**src/rtl/fifo_pkg.sv**
```systemverilog
// Shared types and helpers for the FIFO burst reader.
package fifo_pkg;

  typedef enum logic [0:0] {
    ST_IDLE,
    ST_BURST
  } burst_rd_st_t;

  // Bits needed to hold values 0..max_val. Returns at least 1 so a zero max still sizes a legal vector.
  function automatic int unsigned cnt_w(input int unsigned max_val);
    return (max_val < 1) ? 1 : $clog2(max_val + 1);
  endfunction

endpackage

```
**src/rtl/axis_skid2.sv**
```systemverilog
// Two-entry registered skid buffer: pushes land in the buffer, and the head entry drives a valid/ready stream.
module axis_skid2 #(
  parameter int G_W = 73
) (
  input  logic           i_clk,
  input  logic           i_arst_n,
  input  logic           i_sclr,
  input  logic           i_push,
  input  logic [G_W-1:0] i_pdat,
  output logic           o_full,
  output logic           o_valid,
  output logic [G_W-1:0] o_data,
  input  logic           i_ready
);

  logic [G_W-1:0] r_head;
  logic [G_W-1:0] r_tail;
  logic [1:0]     r_cnt;
  logic           w_pop;
  logic           w_push;

  assign w_pop   = (r_cnt != 2'd0) && i_ready;
  assign w_push  = i_push && ((r_cnt != 2'd2) || w_pop);
  assign o_full  = (r_cnt == 2'd2);
  assign o_valid = (r_cnt != 2'd0);
  assign o_data  = r_head;

  // NOTE: sequential state uses <= so every flop samples pre-edge values. The two data
  // entries are reset as well, because the stream data must read as zero out of reset.
  always_ff @(posedge i_clk or negedge i_arst_n) begin
    if (!i_arst_n) begin
      r_head <= '0;
      r_tail <= '0;
      r_cnt  <= 2'd0;
    end else if (i_sclr) begin
      r_head <= '0;
      r_tail <= '0;
      r_cnt  <= 2'd0;
    end else begin
      case ({w_push, w_pop})
        2'b10: begin
          if (r_cnt == 2'd0) r_head <= i_pdat;
          else               r_tail <= i_pdat;
          r_cnt <= r_cnt + 2'd1;
        end
        2'b01: begin
          r_head <= r_tail;
          r_cnt  <= r_cnt - 2'd1;
        end
        2'b11: begin
          if (r_cnt == 2'd1) begin
            r_head <= i_pdat;
          end else begin
            r_head <= r_tail;
            r_tail <= i_pdat;
          end
        end
        default: ;
      endcase
    end
  end

endmodule

```
**src/rtl/fifo_burst_reader.sv**
```systemverilog
// Drains a show-ahead FIFO in bursts of G_BURST words onto a valid/ready stream, and flushes
// partial bursts after G_TMO idle cycles.
module fifo_burst_reader
  import fifo_pkg::*;
#(
  parameter int G_W        = 72,
  parameter int G_D        = 512,
  parameter int ADDR_WIDTH = $clog2(G_D),
  parameter int G_BURST    = 16,
  parameter int G_TMO      = 256
) (
  input  logic                  i_clk,
  input  logic                  i_arst_n,
  input  logic                  i_sclr,
  input  logic                  i_fifo_empt,
  input  logic [G_W-1:0]        i_fifo_rdat,
  input  logic [ADDR_WIDTH:0]   i_fifo_flvl,
  output logic                  o_fifo_rena,
  output logic                  o_tvalid,
  output logic [G_W-1:0]        o_tdata,
  output logic                  o_tlast,
  input  logic                  i_tready,
  output logic                  o_busy,
  output logic                  o_flush_evt
);

  localparam int LEN_W  = cnt_w(G_BURST);
  localparam int TMO_W  = cnt_w(G_TMO);
  localparam int FLVL_W = ADDR_WIDTH + 1;

  localparam logic [LEN_W-1:0]  BURST_LEN = LEN_W'(G_BURST);
  localparam logic [FLVL_W-1:0] BURST_LVL = FLVL_W'(G_BURST);
  localparam logic [TMO_W-1:0]  TMO_MAX   = TMO_W'(G_TMO);
  localparam logic [TMO_W-1:0]  TMO_LAST  = TMO_W'((G_TMO > 0) ? G_TMO - 1 : 0);

  burst_rd_st_t     r_state,    w_state_nxt;
  logic [TMO_W-1:0] r_tmo_cnt,  w_tmo_nxt;
  logic [LEN_W-1:0] r_beat_cnt, w_beat_nxt;
  logic [LEN_W-1:0] r_len,      w_len_nxt;
  logic             r_flush_evt;
  logic [LEN_W-1:0] w_flush_len;
  logic             w_flush_go;
  logic             w_pop;
  logic             w_last;
  logic             w_skid_full;
  logic             w_skid_valid;
  logic [G_W:0]     w_skid_dat;

  // A flush length is the pending level capped at a full burst, and never zero so the burst can close.
  always_comb begin
    w_flush_len = BURST_LEN;
    if (i_fifo_flvl < BURST_LVL) w_flush_len = LEN_W'(i_fifo_flvl);
    if (w_flush_len == '0)       w_flush_len = LEN_W'(1);
  end

  // NOTE: every signal driven here gets a default first, so no path leaves one unassigned (no latches).
  always_comb begin
    w_state_nxt = r_state;
    w_tmo_nxt   = r_tmo_cnt;
    w_beat_nxt  = r_beat_cnt;
    w_len_nxt   = r_len;
    w_flush_go  = 1'b0;
    w_pop       = 1'b0;
    w_last      = 1'b0;
    case (r_state)
      ST_IDLE: begin
        if (i_fifo_empt)               w_tmo_nxt = '0;
        else if (r_tmo_cnt != TMO_MAX) w_tmo_nxt = r_tmo_cnt + TMO_W'(1);
        if (i_fifo_flvl >= BURST_LVL) begin
          w_state_nxt = ST_BURST;
          w_len_nxt   = BURST_LEN;
          w_beat_nxt  = '0;
          w_tmo_nxt   = '0;
        end else if ((G_TMO != 0) && (r_tmo_cnt == TMO_LAST) && !i_fifo_empt) begin
          w_state_nxt = ST_BURST;
          w_len_nxt   = w_flush_len;
          w_beat_nxt  = '0;
          w_tmo_nxt   = '0;
          w_flush_go  = 1'b1;
        end
      end
      ST_BURST: begin
        w_tmo_nxt = '0;
        // Pop decision uses only registered skid occupancy, keeping i_tready off the FIFO read path.
        w_pop     = !i_fifo_empt && !w_skid_full;
        w_last    = (r_beat_cnt == r_len - LEN_W'(1));
        if (w_pop) begin
          w_beat_nxt = r_beat_cnt + LEN_W'(1);
          if (w_last) w_state_nxt = ST_IDLE;
        end
      end
    endcase
  end

  always_ff @(posedge i_clk or negedge i_arst_n) begin
    if (!i_arst_n) begin
      r_state     <= ST_IDLE;
      r_tmo_cnt   <= '0;
      r_beat_cnt  <= '0;
      r_len       <= '0;
      r_flush_evt <= 1'b0;
    end else if (i_sclr) begin
      r_state     <= ST_IDLE;
      r_tmo_cnt   <= '0;
      r_beat_cnt  <= '0;
      r_len       <= '0;
      r_flush_evt <= 1'b0;
    end else begin
      r_state     <= w_state_nxt;
      r_tmo_cnt   <= w_tmo_nxt;
      r_beat_cnt  <= w_beat_nxt;
      r_len       <= w_len_nxt;
      r_flush_evt <= w_flush_go;
    end
  end

  axis_skid2 #(
    .G_W (G_W + 1)
  ) u_skid (
    .i_clk    (i_clk),
    .i_arst_n (i_arst_n),
    .i_sclr   (i_sclr),
    .i_push   (w_pop),
    .i_pdat   ({w_last, i_fifo_rdat}),
    .o_full   (w_skid_full),
    .o_valid  (w_skid_valid),
    .o_data   (w_skid_dat),
    .i_ready  (i_tready)
  );

  assign o_fifo_rena        = w_pop;
  assign o_tvalid           = w_skid_valid;
  assign {o_tlast, o_tdata} = w_skid_dat;
  assign o_busy             = (r_state != ST_IDLE) || w_skid_valid;
  assign o_flush_evt        = r_flush_evt;

endmodule

```
**config.mk**
```make
export PLATFORM = sky130hd
export DESIGN_NAME = fifo_burst_reader
export DESIGN_NICKNAME = d
export VERILOG_FILES = /design/src/rtl/fifo_pkg.sv /design/src/rtl/axis_skid2.sv /design/src/rtl/fifo_burst_reader.sv
export SDC_FILE = /design/constraint.sdc
export NUM_CORES = 1
export LEC_CHECK = 0
export ABC_AREA = 1
export BUFFER_PORTS_ARGS = -buffer_cell sky130_fd_sc_hd__buf_2
export CAP_MARGIN = 20
export CORE_MARGIN = 1.5
export CORE_UTILIZATION = 37
export CTS_BUF_LIST = sky130_fd_sc_hd__clkbuf_4 sky130_fd_sc_hd__clkbuf_8 sky130_fd_sc_hd__clkbuf_16
export DETAILED_ROUTE_END_ITERATION = 6
export REMOVE_ABC_BUFFERS = 1
export SLEW_MARGIN = 20
export SYNTH_ARGS = -nofsm -noshare
export SYNTH_HDL_FRONTEND = slang
export SYNTH_SLANG_ARGS = --single-unit
```
**constraint.sdc**
```tcl
create_clock -name i_clk -period 2.07 [get_ports i_clk]
set_input_delay 0.414 -clock i_clk [delete_from_list [all_inputs] [get_ports i_clk]]
set_output_delay 0.414 -clock i_clk [all_outputs]
set_load 0.02 [all_outputs]
```
==> results of run 1 <==
-- synth_stat cells --
| library cell | count |
|---|---|
| o21a_1 | 1 |
| clkbuf_1 | 27 |
| clkbuf_2 | 6 |
| ha_1 | 8 |
| nand2_4 | 1 |
| o31ai_1 | 2 |
| o21ai_0 | 91 |
| buf_2 | 12 |
| nand3_1 | 90 |
| inv_1 | 107 |
| nand2_2 | 5 |
| dfrtp_1 | 169 |
| o22ai_1 | 1 |
| o21ai_2 | 1 |
| nand2_1 | 130 |
| a31o_2 | 1 |
| o21ai_1 | 68 |
| inv_2 | 5 |
| o21bai_1 | 71 |
| a21oi_1 | 10 |
| nand4_1 | 8 |
| a31oi_1 | 1 |
| nor2_4 | 1 |
| buf_4 | 7 |
| nor2_8 | 1 |
| nor2_1 | 98 |
-- worst max-delay path, cell delays in order (launching register included) --
cell,delay (ns)
dfrtp_1,0.35
inv_1,0.08
ha_1,0.19
inv_1,0.06
nand2_2,0.10
nor2_8,0.17
buf_4,0.17
-- power by group through the flow --
stage	logic (uW)	registers [uW]	clock network [uW]
2_1_floorplan	1130	4660	0
3_3_place_gp	2850	4210	0
3_5_place_dp	2880	4220	0
4_1_cts	2880	4160	3340
5_1_grt	3160	4230	3480
6_report	2850	4160	3230
-- cell type report --
cell class,count,area (sq um),share of cell area
timing repair buffer,194,1180,0.121
multi-input combinational,589,3020,0.308
sequential,169,4230,0.431
inverter,112,420,0.0429
tap,275,344,0.0351
clock inverter,15,176,0.0180
clock buffer,17,425,0.0434
antenna,2,5.00,0.000510
-- kinds of logic after synthesis --
family,Yosys count,share of synthesized area
flip-flops,169,0.538
adder cells (fa/ha/maj),8,0.0127
buffers and inverters,164,0.0846
AND/OR/NAND/NOR,334,0.182
AO/OA/AOI/OAI,247,0.182
-- layer usage --
metal / wire (um) / up-vias / GRT usage
li1: - / 3334 / -
met1: 9880 / 3130 / 0.268
met2: 9700 / 158 / 0.316
met3: 1220 / 9 / 0.0534
met4: 125 / 2 / 0.0436
met5: 7 / - / 0
-- metrics by stage --
step / std cells / hold WS [ns] / TNS [ns] / instance area, sq um
final: 1373 / 0.239 / 0 / 9810
after global routing: 1371 / 0.223 / 0 / 9800
after CTS: 1366 / 0.220 / 0 / 9710
after detailed placement: 1333 / 0.428 / 0 / 9100
after global placement: 1333 / 0.428 / 0 / 9100
after floorplan: 870 / 0.118 / -89.54 / 7610
-- path summary, 6_finish.rpt --
| kind | from | to | slack (ns) | depth (start not counted) |
|---|---|---|---|---|
| setup / recovery | u_skid.r_cnt[0]$_DFFE_PN0P_ | o_fifo_rena | 0.12 | 6 |
| hold / removal | i_fifo_rdat[54] | u_skid.r_tail[54]$_DFFE_PN0P_ | 0.24 | 3 |
| setup reg to reg | r_tmo_cnt[0]$_DFFE_PN0P_ | r_tmo_cnt[5]$_DFFE_PN0P_ | 0.13 | 13 |
| hold reg to reg | u_skid.o_data[52]$_DFFE_PN0P_ | u_skid.o_data[52]$_DFFE_PN0P_ | 0.49 | 2 |
| max in group asynchronous | i_arst_n | u_skid.r_tail[30]$_DFFE_PN0P_ | 0.91 | 3 |
| min in group asynchronous | i_arst_n | r_tmo_cnt[4]$_DFFE_PN0P_ | 0.54 | 2 |
-- timing repair --
action                                  4_1_cts  5_1_grt
endpoints found under the setup margin        0       20
buffers inserted                              0        5
hold endpoints to repair                     44        0
resized for setup                             0       18
hold buffers                                  1        0
-- sequential cells by signal, summed over array words and instances (netlist names) --
name,flops
u_skid.r_cnt,2
r_state,1
o_flush_evt,1
r_len,5
u_skid.r_tail,73
r_tmo_cnt,9
r_beat_cnt,5
u_skid.o_data,73
==> metrics.md, run 1 <==
| Metric | Value |
|---|---|
| Status | `finished clean` |
| Vias in the first global route | `6546` |
| Antenna viol nets, final | `0` |
| Hold Vio Cnt, Final | `0` |
| IO Port Bufs | `163` |
| Mapped Area | `0.00786 sq mm` |
| Clk slew on worst S/H paths | `0.07 ns` |
| Period utilization | `0.941` |
| CTS tree | `done` |
| Fmax | `514 MHz` |
| Yosys top cell area share | `0.538` |
| Final setup fails | `0` |
| First-pass DRT Iterations | `4` |
| Routed wire length | `20900 um` |
| Gate Count Post-Synth | `922` |
| Clk_lat worst skew | `0.43 ns` |
| Pre-CTS WS | `0.0696 ns` |
| Global route overflow | `0` |
| Pwr/cell area | `1040 mW/mm^2` |
| NetSw | `3710 uW` |
| Seq/Total Area, Yosys | `0.538` |
| # fillers | `2118` |
| Gr usage total | `0.197` |
| Slew Limit Headroom | `0.628` |
| Most frequent cells in the layout | `dfrtp_1, buf_2, nand2_1, inv_1, nor2_1` |
| Top post-synthesis cells by area | `dfrtp_1, o21bai_1, nand2_1` |
| Final min period | `1.95 ns` |
| Overall power | `10200 uW` |
| Maximum vdd drop | `0.541 mV` |
| Pint | `6530 uW` |
| Synth warn | `0` |
| Hold Crit Class | `input port to flip-flop` |
| Final slew viol count | `0` |
| I/O pin cnt | `164` |
| Detailed placement HPWL | `13200 um` |
| Worst EP required | `1.66 ns` |
| Yosys top cell by area | `dfrtp_1` |
| Clk buf depth | `2` |
| Post-route worst setup slack | `0.123 ns` |
| WP data arrival | `1.53 ns` |
| Final #Nets | `1178` |
| Crit path launch type | `flip-flop` |
| Net Sw Frac | `0.362` |
| Initial antenna violation count | `2` |
| Worst setup EP type | `output pin` |
| Crit Path Category | `flip-flop to output pin` |
| Final Util | `0.468` |
| Final RePlAce weighted congestion | `0.800` |
| Share of layout cells above drive strength 1 | `0.232` |
| Leak pwr | `0.00503 uW` |
| Slew @ Worst Pin | `0.558 ns` |
| Clock group share of total power | `0.316` |
| # DRC | `0` |
| Flop pwr share | `0.406` |
| DIE AREA | `0.0221 sq mm` |
| First-pass GRT wire length | `34400 um` |
| Die Ht | `149 um` |
| Root buffer cell | `clkbuf_16` |
| Routed wire per std cell | `15.2 um` |
| Largest net degree at the start of global routing | `56` |
| Max-cap violations | `0` |
| Row cnt | `53` |
| RSZ-0062 raised after global routing | `no` |
| Synth Register Bits | `169` |
| Number of vias per cell | `4.83` |
| Initial core utilization | `0.375` |
| DIE WIDTH | `149 um` |
| Starting DRT DRC Count | `355` |
| Routed vias | `6633` |
| Htree depth | `4` |
| Core area | `0.0210 sq mm` |
| CTS Buf Count | `17` |
| Avg Inst Size Synth | `8.52 sq um` |
| Area delta synth->final | `24.9%` |
| CP max FO | `7` |
| Most common cell after layout, fill and taps aside | `dfrtp_1` |
| Comb pwr share | `0.278` |
| Cell variety after synth | `26` |
| Clock Skew | `0.0186 ns` |
| Clock sink total | `169` |
(Power assumes the default switching activity.)
==> inputs of run 2 (changes only) <==
Clock period 2.07 ns to 1.8 ns, I/O delays scaled along.
==> metrics.md, run 2 (synthesis gave the netlist of run 1 again) <==
| Metric | Value |
|---|---|
| Status | `complete, but fails checks` |
| Failing checks | `setup timing` |
| Worst setup EP type | `flip-flop` |
| First-pass DRT Iterations | `5 (+1)` |
| Share of layout cells above drive strength 1 | `0.260 (+0.0283)` |
| Period utilization | `1.06` |
| Initial core utilization | `0.375 (unchanged)` |
| Gr usage total | `0.199 (+0.00133)` |
| Fin Hold WS | `0.186 ns (-0.0531 ns)` |
| Leak pwr | `0.00529 uW (+5.2%)` |
| Final slew viol count | `0 (unchanged)` |
| Starting DRT DRC Count | `429 (+21%)` |
| Largest net degree at the start of global routing | `55 (-1.8%)` |
| Crit Path Category | `flip-flop to flip-flop` |
| Final RePlAce weighted congestion | `0.805 (+0.68%)` |
| I/O pin cnt | `164 (unchanged)` |
| Clk_lat worst skew | `0.42 ns (about the same)` |
| Setup TNS | `-2.87 ns (-2.87 ns)` |
| Slew @ Worst Pin | `0.584 ns (+0.0262 ns)` |
| Routed wire length | `23300 um (+11%)` |
| Htree depth | `4 (unchanged)` |
| R2r setup slk | `-0.10 ns (-0.23 ns)` |
| Final min period | `1.90 ns` |
| # fillers | `2064 (-2.5%)` |
| Final setup fails | `99 (+99)` |
| Area delta synth->final | `31.8%` |
| DIE WIDTH | `149 um (unchanged)` |
| Vias in the first global route | `6587 (+0.63%)` |
| Crit path launch type | `flip-flop` |
| Most frequent cells in the layout | `dfrtp_1, buf_2, nand2_1, inv_1, nor2_1` |
| Most common cell after layout, fill and taps aside | `dfrtp_1` |
| Detailed placement HPWL | `13500 um (+2.0%)` |
| Clock Skew | `0.0113 ns (-0.00728 ns)` |
| CP most frequent cell | `nand2_2` |
| CP max FO | `8 (+1)` |
| # DRC | `0 (unchanged)` |
| Core area | `0.0210 sq mm (unchanged)` |
| Crit path cell chain | `ha_2 -> nand4_1 -> nor2_2 -> nand2_2 -> nor2_2 -> ha_2 -> nand2_2 -> nand2_2 -> nor2_4 -> nand2_4 -> nor2_4 -> o21ai_1 -> a21oi_1` |
| Row cnt | `53 (unchanged)` |
| Worst EP required | `2.15 ns (+0.49 ns)` |
| WP data arrival | `2.25 ns (+0.72 ns)` |
| Root buffer cell | `clkbuf_16` |
| Initial antenna violation count | `2 (unchanged)` |
| Number of vias per cell | `5.00 (+3.4%)` |
| Maximum vdd drop | `0.591 mV (+9.1%)` |
| Routed wire per std cell | `16.7 um (+9.3%)` |
| Antenna viol nets, final | `0 (unchanged)` |
| Clock sink total | `169 (unchanged)` |
| DIE AREA | `0.0221 sq mm (unchanged)` |
| Max-cap violations | `0 (unchanged)` |
| CTS Buf Count | `17 (unchanged)` |
| CTS tree | `done` |
| Clk slew on worst S/H paths | `0.07 ns (about the same)` |
| Final #Nets | `1205 (+2.3%)` |
| Die Ht | `149 um (unchanged)` |
| Hold Crit Class | `input port to flip-flop` |
| Pwr/cell area | `1210 mW/mm^2 (+16%)` |
| Slew Limit Headroom | `0.611 (-0.0174)` |
| First-pass GRT wire length | `34600 um (+0.38%)` |
| Critical path's slowest cell | `dfrtp_1` |
| Routed vias | `6996 (+5.5%)` |
| Hold Vio Cnt, Final | `0 (unchanged)` |
| Crit path largest cell delay | `0.39 ns (+0.04 ns)` |
| RSZ-0062 raised after global routing | `yes` |
| Post-route worst setup slack | `-0.101 ns (-0.224 ns)` |
| IO Port Bufs | `163 (unchanged)` |
| Global route overflow | `0 (unchanged)` |
| Clk buf depth | `2 (unchanged)` |
| Fmax | `526 MHz` |
run 2: cell count changes in the layout (fill, tap and decap cells not counted), moves of 5 or more:
cell       change
o21ai_1        +7
o21ai_0        -7
clkbuf_16      +8
buf_4          +5
buf_6          +9
run 2: stage by stage:
stage           util  total power [uW]  instances  cell area (sq um)  setup WS [ns]
6_report       0.494             12500       1400              10400         -0.101
5_1_grt        0.494             13200       1398              10300         -0.235
4_1_cts        0.477             12300       1384               9990         -0.104
3_5_place_dp   0.439              8220       1343               9200         -0.232
3_3_place_gp   0.439              8180       1343               9200         -0.159
2_1_floorplan      -              6660        870               7610         -0.885
run 2: worst max-delay path: cells and delay by family, from the launching register on:
kind	cells	cell delay, ns
fa+ha+maj	2	0.37
flops	1	0.39
simple gates	9	0.85
compound gates	2	0.23
run 2: final cells by class:
type	instances	area (sq um)	share of cell area
repair buffers	221	1630	0.158
clock inverters	13	191	0.0185
clock buffers	19	447	0.0432
diodes	2	5.00	0.000483
flip-flops and latches	169	4230	0.409
multi-input cells	589	3080	0.298
inverters	112	423	0.0409
well taps	275	344	0.0332
run 2: what timing repair did:
action	in CTS	in global routing
gates cloned	0	12
endpoints found under the hold margin	47	0
pin swaps	17	11
setup buffers	9	2
gates resized for setup	32	26
hold buffers	1	0
endpoints found under the setup margin	23	156
run 2: worst paths after layout:
| kind | startpoint | to | depth (start not counted) |
|---|---|---|---|
| setup / recovery | r_tmo_cnt[1]$_DFFE_PN0P_ | r_tmo_cnt[5]$_DFFE_PN0P_ | 13 |
| hold / removal | i_fifo_flvl[3] | r_len[3]$_DFFE_PN0P_ | 3 |
| setup reg to reg | r_tmo_cnt[1]$_DFFE_PN0P_ | r_tmo_cnt[5]$_DFFE_PN0P_ | 13 |
| hold reg to reg | u_skid.o_data[44]$_DFFE_PN0P_ | u_skid.o_data[44]$_DFFE_PN0P_ | 2 |
| max in group asynchronous | i_arst_n | u_skid.o_data[64]$_DFFE_PN0P_ | 3 |
| min in group asynchronous | i_arst_n | r_tmo_cnt[4]$_DFFE_PN0P_ | 2 |
run 2: metal layers:
metal | global-route usage | up-vias | part of all wire
met5 | 0 | - | 0.00030
li1 | - | 3393 | -
met4 | 0.0411 | 2 | 0.0086
met2 | 0.314 | 184 | 0.47
met3 | 0.0454 | 19 | 0.056
met1 | 0.280 | 3398 | 0.47
run 2: power breakdown:
part | switching (uW) | leakage (uW) | internal [uW]
sequential | 373 | 0.00227 | 4420
combinational | 2370 | 0.00271 | 1400
clock | 1590 | 0.000304 | 2390
total | 4330 | 0.00529 | 8210
